`src/rtl/enemy_fire_sched.sv`:
```
// ---------------------------------------------------------------------------
// enemy_fire_sched
//
// Decides which enemy tank fires next. Each tank has a cooldown counter that
// starts when its previous bullet dies. Eligible tanks are served in
// round-robin order. Shots are spaced at least three frames apart, and the
// total number of live enemy bullets is capped by holding the scheduler. An
// optional 16-bit LFSR can randomly skip frames so that firing is less
// predictable.
//
// Ports
//   clk_f          in   1   frame-rate clock (sole clock)
//   rst_n          in   1   asynchronous active-low reset
//   enable         in   1   game running
//   tank_exit      in   5   per-tank alive flags, bit i = tank i
//   bullet_exit    in   5   per-tank bullet-alive flags from the bullet blocks
//   shoot          out  5   one-hot, single-cycle fire pulse to bullet block i
//   bullet_counter out 30   6-bit cooldown counter per tank, tank i at [6*i+:6]
//   live_count     out  3   registered popcount of bullet_exit
//   state          out  2   00 IDLE, 01 RUN, 10 HOLD
// ---------------------------------------------------------------------------
module enemy_fire_sched #(
    parameter int          COOLDOWN  = 60,
    parameter int          MAX_LIVE  = 3,
    parameter int          RANDOM_EN = 1,
    parameter logic [15:0] LFSR_SEED = 16'hACE1
) (
    input  logic        clk_f,
    input  logic        rst_n,
    input  logic        enable,
    input  logic [4:0]  tank_exit,
    input  logic [4:0]  bullet_exit,
    output logic [4:0]  shoot,
    output logic [29:0] bullet_counter,
    output logic [2:0]  live_count,
    output logic [1:0]  state
);

    typedef enum logic [1:0] {
        ST_IDLE = 2'b00,
        ST_RUN  = 2'b01,
        ST_HOLD = 2'b10
    } state_t;

    localparam logic [5:0] COOLDOWN_W = 6'(COOLDOWN);
    localparam logic [2:0] MAX_LIVE_W = 3'(MAX_LIVE);

    state_t      state_q, state_d;
    logic [5:0]  cnt_q [5];
    logic [2:0]  ptr_q;
    logic [1:0]  spacing_q;
    logic [15:0] lfsr_q;
    logic [4:0]  shoot_q;
    logic [2:0]  live_q;

    logic [4:0]  eligible;
    logic        found;
    logic [2:0]  grant_idx;
    logic        rand_ok;
    logic        grant;

    // ---------------- FSM: state register ----------------
    // NOTE: every sequential block assigns with <= so that all flops sample
    // pre-edge values; using = here would create order-dependent races.
    always_ff @(posedge clk_f or negedge rst_n) begin
        if (!rst_n) state_q <= ST_IDLE;
        else        state_q <= state_d;
    end

    // ---------------- FSM: next-state logic ----------------
    // NOTE: the default assignment at the top of every always_comb keeps each
    // path fully assigned, so no latch is inferred.
    always_comb begin
        state_d = state_q;
        case (state_q)
            ST_IDLE: if (enable) state_d = ST_RUN;
            ST_RUN: begin
                if (!enable)                       state_d = ST_IDLE;
                else if (live_q >= MAX_LIVE_W)     state_d = ST_HOLD;
            end
            ST_HOLD: begin
                if (!enable)                       state_d = ST_IDLE;
                else if (live_q < MAX_LIVE_W)      state_d = ST_RUN;
            end
            default: state_d = ST_IDLE;
        endcase
    end

    // ---------------- FSM: outputs ----------------
    always_comb begin
        state      = state_q;
        shoot      = shoot_q;
        live_count = live_q;
        bullet_counter = '0;
        for (int i = 0; i < 5; i++) begin
            bullet_counter[6*i +: 6] = cnt_q[i];
        end
    end

    // ---------------- eligibility and round-robin pick ----------------
    always_comb begin
        for (int i = 0; i < 5; i++) begin
            eligible[i] = tank_exit[i] & ~bullet_exit[i] & (cnt_q[i] == COOLDOWN_W);
        end
    end

    // Search starts one past the last granted tank and wraps modulo 5.
    always_comb begin
        found     = 1'b0;
        grant_idx = 3'd0;
        for (int k = 1; k <= 5; k++) begin
            int cand;
            cand = int'(ptr_q) + k;
            if (cand >= 5) cand = cand - 5;
            if (!found && eligible[cand]) begin
                found     = 1'b1;
                grant_idx = 3'(cand);
            end
        end
    end

    assign rand_ok = (RANDOM_EN == 0) || (lfsr_q[1:0] != 2'b00);
    assign grant   = (state_q == ST_RUN) && (spacing_q == 2'd0) && found && rand_ok;

    // ---------------- grant bookkeeping ----------------
    // The fire pulse is gated with enable. If the game stops in the grant
    // cycle, the FSM lands in IDLE and the pulse must not escape.
    always_ff @(posedge clk_f or negedge rst_n) begin
        if (!rst_n) begin
            shoot_q   <= '0;
            ptr_q     <= 3'd4;
            spacing_q <= 2'd0;
        end else begin
            shoot_q <= (grant && enable) ? (5'd1 << grant_idx) : 5'd0;
            if (grant) begin
                ptr_q     <= grant_idx;
                spacing_q <= 2'd2;
            end else if (spacing_q != 2'd0) begin
                spacing_q <= spacing_q - 2'd1;
            end
        end
    end

    // ---------------- cooldown counters ----------------
    // A counter restarts when its tank is idle, dead, has a bullet in flight,
    // or is firing this frame. Otherwise it saturates at COOLDOWN.
    always_ff @(posedge clk_f or negedge rst_n) begin
        if (!rst_n) begin
            for (int i = 0; i < 5; i++) cnt_q[i] <= '0;
        end else begin
            for (int i = 0; i < 5; i++) begin
                if (state_q == ST_IDLE || !tank_exit[i] || bullet_exit[i] || shoot_q[i])
                    cnt_q[i] <= '0;
                else if (cnt_q[i] != COOLDOWN_W)
                    cnt_q[i] <= cnt_q[i] + 6'd1;
            end
        end
    end

    // ---------------- LFSR and live bullet count ----------------
    // Fibonacci LFSR with taps 16,14,13,11, shifting toward bit 0.
    always_ff @(posedge clk_f or negedge rst_n) begin
        if (!rst_n) begin
            lfsr_q <= LFSR_SEED;
            live_q <= '0;
        end else begin
            if (state_q != ST_IDLE)
                lfsr_q <= {lfsr_q[0] ^ lfsr_q[2] ^ lfsr_q[3] ^ lfsr_q[5], lfsr_q[15:1]};
            live_q <= 3'($countones(bullet_exit));
        end
    end

endmodule

```
`config.mk`:
```
export PLATFORM = sky130hd
export DESIGN_NAME = enemy_fire_sched
export DESIGN_NICKNAME = d
export VERILOG_FILES = /design/src/rtl/enemy_fire_sched.sv
export SDC_FILE = /design/constraint.sdc
export NUM_CORES = 1
export LEC_CHECK = 0
export BUFFER_PORTS_ARGS = -buffer_cell sky130_fd_sc_hd__buf_2
export CORE_MARGIN = 5
export CORE_UTILIZATION = 55
export CTS_BUF_LIST = sky130_fd_sc_hd__clkbuf_4 sky130_fd_sc_hd__clkbuf_8
export CTS_CLUSTER_DIAMETER = 200
export CTS_CLUSTER_SIZE = 14
export DETAILED_ROUTE_END_ITERATION = 7
export PLACE_DENSITY = 0.76
export SYNTH_ARGS = -nofsm -noshare
export SYNTH_HDL_FRONTEND = slang
export SYNTH_SLANG_ARGS = --single-unit
```
`constraint.sdc`:
```
create_clock -name clk_f -period 8 [get_ports clk_f]
set_input_delay 0.8 -clock clk_f [delete_from_list [all_inputs] [get_ports clk_f]]
set_output_delay 0.8 -clock clk_f [all_outputs]
set_load 0.02 [all_outputs]
```
Word-level counts from Yosys, hierarchy flattened. Cells that the tools add are included.

Mux-type cells: 49. $add $sub $neg: 20. Reduce and logical (&&, ||, !) cells: 44. Equal/unequal tests: 15. Magnitude comparators: 12. Bitwise logic cells: 18. Shift operators: 1.

Operators with widths (count): 32-bit by 5-bit < comparator with 1-bit output, second input constant (5); 32-bit two-way mux (5); 6-bit two-way mux (10); 6-bit by 1-bit adder with 6-bit output, second input constant (5); 6-bit equality test, second input constant (5); 6-bit inequality test, second input constant (5); 4-bit by 3-bit subtractor with 5-bit output, second input constant (5); 4-bit by 3-bit greater-or-equal comparator with 1-bit output, second input constant (5); 2-bit nonzero test (9); 1-bit binary-select mux with 3-bit select (5); 1-bit logical OR (15); 1-bit two-way mux (15); 3-bit two-way mux (5); 2-bit two-way mux (7); 1-bit AND (10); 1-bit logical NOT (9); 3-bit by 2-bit adder with 4-bit output, second input constant (2); 3-bit by 3-bit adder with 4-bit output, second input constant (2); 1-bit logical AND (8); 3-bit inequality test, second input constant (2); 2-bit case mux with 3 select lines (1); 5-bit two-way mux (1); 1-bit inverter (5); 1-bit by 3-bit << shifter with 5-bit output, first input constant (1); 13 further kinds (17).

Register bits: 61. Output and inout bits: 40. Input bits: 13. Logic and storage cells: 170.

Longest topological paths before layout.
Depth in word-level cells: 23. Depth in mapped cells: 12. Gate-level depth less buffers: 11.

Least setup slack after synthesis. No wires, ideal clock.

Path kind: register to register. Start: reg ptr_q[2]. End: reg shoot_q[0] (netlist: shoot[0]). Data required time: 7.905 ns. Clock period less this slack: 3.583 ns. Path buffers: 1. Slack: 4.417 ns. Arrival: 3.488 ns. Library setup time: 0.095 ns. Stages on the path, launching flop included: 13. Cell sequence: dfstp_2 > buf_4 > inv_1 > ha_1 > a211oi_4 > nor2_1 > a21oi_2 > mux4_2 > a211oi_4 > nand3b_4 > or2_4 > o221a_4 > nor4b_2.

Longest elaborated chain between the ends: 23. Elaborated cells between the ends (all ways): 58. Classes of those cells: add/sub: 10; order compare: 5; shift: 1; mux: 31; reduce/logical: 11.

Ends and longest elaborated chain: start, declared (RTL line 50) `logic [2:0] ptr_q;`; start signal, assigned (RTL line 136) `ptr_q <= grant_idx;`; 3-bit by 1-bit adder with 4-bit output (RTL line 113) `cand = int'(ptr_q) + k;`; 4-bit by 3-bit subtractor with 5-bit output or 4-bit by 3-bit greater-or-equal comparator with 1-bit output (tied branches) (RTL line 114) `if (cand >= 5) cand = cand - 5;`; 32-bit two-way mux (RTL line 114); 1-bit binary-select mux with 3-bit select (RTL line 115) `if (!found && eligible[cand]) begin`; 1-bit two-way mux (implied by the code) (2 in a row) (RTL line 115); 1-bit two-way mux (RTL line 115); 1-bit logical NOT (RTL line 115); 1-bit logical AND (RTL line 115); [5 not listed]; 1-bit logical AND (RTL line 115); 1-bit two-way mux (RTL line 115); 1-bit logical NOT (RTL line 115); 1-bit logical AND (RTL line 115); 1-bit two-way mux (RTL line 115); 1-bit logical AND (2 in a row) (RTL line 123) `assign grant = (state_q == ST_RUN) && (spacing_q == 2'd0) && found && rand_ok;`; 1-bit logical AND (RTL line 134) `shoot_q <= (grant && enable) ? (5'd1 << grant_idx) : 5'd0;`; 5-bit two-way mux (*) (RTL line 134); end signal, assigned (RTL line 134); end, declared (RTL line 53) `logic [4:0] shoot_q;`.

Every way passes the cells marked *; elsewhere a longest branch is shown, timed or not. The select of a mux whose other input is x is not followed. A chain may end at the register's enable or synchronous reset.

Worst setup path in the final report.
Start: reg ptr_q[0]. End: reg shoot_q[3] (netlist: shoot[3]).

Same word-level chain as after synthesis.

==> results.yml <==
die:
  die_x_microns: 96.2
  start_util_pct: 56.4
  core_area_sq_um: 7250
  io_pins: 53
  rows: 31
  die_h_microns: 96.2
  die_area_sq_um: 9260
setup_path:
  arrival_ns: 4.64
  crit_path_end_kind: "flop"
  critPathMaxFanout: 25
  path_class: "flop to flop"
  reg2reg_depth: 10
  worst_setup_path_start_kind: "flop"
  cp.required_ns: 8.22
pwr:
  leakagePower_uw: 0.00206
  power_density_nw_per_um2: 147
  ir_worst_vdd_mv: 0.0972
clock_tree:
  cts_root_buf: "clkbuf_8"
  cts_buffer_depth: 2
  numCtsBuffers: 9
  clk_pin_slew_ns: 0.06
  cts_hold_buf: 0
  cts_resized: 0
  insertion_delay_ns: 0.34
  clock-sinks: 61
  cts_tree: "built"
  htree_levels: 3
  post-cts-setup-buffers: 0
detailed_routing:
  wl_per_cell_microns: 16.2
  drt_iter0_drc: 290
  viasPerCell: 5.88
  drt_wl_total_microns: 9340
  antenna_left: 0
  firstDrtPassIters: 5
  vias: 3388
  drc_errors: 0
global_routing:
  grtUsageTotal_pct: 21.3
  grt_start_max_net_pins: 62
  antenna_found_initial: 0
  grt_pass1_vias: 3220
  overflow: 0
  grt_pass1_wl_microns: 15400
timing:
  drv_slew: 0
  worstMarginPinSlew_ns: 0.930
  skew_ns: 0.0122
  relSlewSlack_pct: 37.8
  period_minus_slack_ns: 4.42
  fin_tns_setup_ns: 0
  final-setup-viol-count: 0
  finalHoldViolCount: 0
  clock.fmax_ghz: 0.226
  finalCritPeriodShare_pct: 55.3
  setup_slack_ns: 3.58
  holdWs_ns: 0.483
  rsz0062_at_grt: "false"
logic_synthesis:
  ys_ff_latch: 61
  synth-seq-area-share_pct: 37.6
  synth_fp_nets: 457
  ys_types: 74
  synthFlopType: "dfrtp_1"
  synthArstFlopShare_pct: 100
  syn_area_sq_um: 4090
  avgSynthCellArea_sq_um: 9.78
  synth_cells: 418
  yosys_warnings: 0
  synth_edf_count: 0
finish:
  final_util_pct: 64.1
  area_growth_pct: 13.7
  n_antenna_cell: 0
  multi_input_area_sq_um: 2420
  fill_cells: 610
  regArea_sq_um: 1540
  drive_gt1_share_pct: 24.9
  num-nets-final: 511
hold_path:
  min_path_cells: 2
  min_path_type: "flop to flop"
placement:
  hpwl_microns: 6730
  place_congestion: 0.934
  dp_slack_ns: 3.73
  port_buffers: 52
flow_run:
  cap_viol_max_count: 0
outcome:
  status: "complete, no violations"
-- cell usage after synthesis, drive strengths merged, types with 9 or more instances --
cell    instances  area [sq um]
dfrtp          52          1300
nor2           45           169
a21oi          25           129
ha             24           300
nand3          22           110
o21ai          21           105
inv            19          71.3
mux2           18           203
nand2          15          56.3
xor2           13           121
a31oi          12          90.1
xnor2          10          87.6
dfstp           9           236
nand2b          9          56.3
nor2b           9          56.3
-- through the flow --
step / cells / instance area (sq um) / power [uW]
6_report: 576 / 4650 / 682
5_1_grt: 576 / 4650 / 711
4_1_cts: 576 / 4650 / 690
3_5_place_dp: 560 / 4430 / 395
3_3_place_gp: 560 / 4430 / 393
2_1_floorplan: 418 / 4090 / 367
-- logic make-up (layout without fill, tap and decap cells) --
family	after synthesis	in the layout	share of synthesized area, %
xor gates and xnor gates	23	23	5.11
muxes	26	26	7.22
AOI/OAI and AO/OA	97	97	17.5
adders and majority gates	27	27	8.57
buffers and inverters	30	89	3.12
and+or+nand+nor	154	154	20.8
DFF	61	61	37.6
-- metal layers --
layer  vias up  share of wire, %  global-route usage [%]
met5         -                 0                       0
met4         0               1.3                    5.21
met3        12               6.5                    4.69
met2       119                46                    33.3
met1      1628                46                    29.9
li1       1629                 -                       -
-- path summary, 6_finish.rpt --
kind	startpoint	end	slack, ns
worst min-delay path	lfsr_q[15]	lfsr_q[15]	0.48
max in group asynchronous	rst_n	bullet_counter[21]	6.88
worst max-delay path	ptr_q[0]	shoot[3]	3.58
worst min register to register	lfsr_q[15]	lfsr_q[15]	0.48
worst max register to register	ptr_q[0]	shoot[3]	3.58
min in group asynchronous	rst_n	bullet_counter[16]	0.61
-- worst max-delay path, stage by stage, from the launching register on --
cell,delay [ns]
dfrtp_1,0.84
inv_1,0.37
ha_1,0.67
a21oi_1,0.07
a31oi_1,0.45
mux2_2,0.42
a221oi_2,0.43
inv_1,0.17
a211oi_1,0.34
o22ai_2,0.19
nor4_1,0.34
-- area by class of cell --
| type | count | area share [%] |
|---|---|---|
| multi-input combinational | 327 | 52.1 |
| timing repair buffer | 54 | 5.92 |
| tap | 99 | 2.66 |
| sequential | 61 | 33.1 |
| inverter | 19 | 1.53 |
| clock inverter | 3 | 0.942 |
| clock buffer | 13 | 3.71 |
-- placed cells by master (no fill, tap or decap), types with 7 or more instances in the layout --
master,synthesis,layout
a21oi_1,24,24
a31oi_1,11,11
and3_1,7,7
buf_2,3,52
clkbuf_8,0,12
dfrtp_1,52,52
dfstp_2,9,9
ha_1,24,24
inv_1,19,19
mux2_2,18,18
mux2i_1,7,7
nand2_1,15,15
nand2b_1,9,9
nand3_1,22,22
nand4_1,7,7
nor2_1,45,45
nor2b_1,9,9
nor3_1,7,7
o21ai_0,16,16
xnor2_1,10,10
xor2_1,12,12
-- sequential cells by signal, summed over array words and instances, names as in the netlist --
register / flops
ptr_q: 3
spacing_q: 2
state: 2
lfsr_q: 16
shoot: 5
bullet_counter: 30
live_count: 3
-- power breakdown --
| group | switching, uW | total (uW) | internal, uW |
|---|---|---|---|
| logic | 42.1 | 66.3 | 24.2 |
| registers | 8.39 | 324 | 315 |
| clock network | 119 | 292 | 173 |
(Power assumes the default switching activity.)
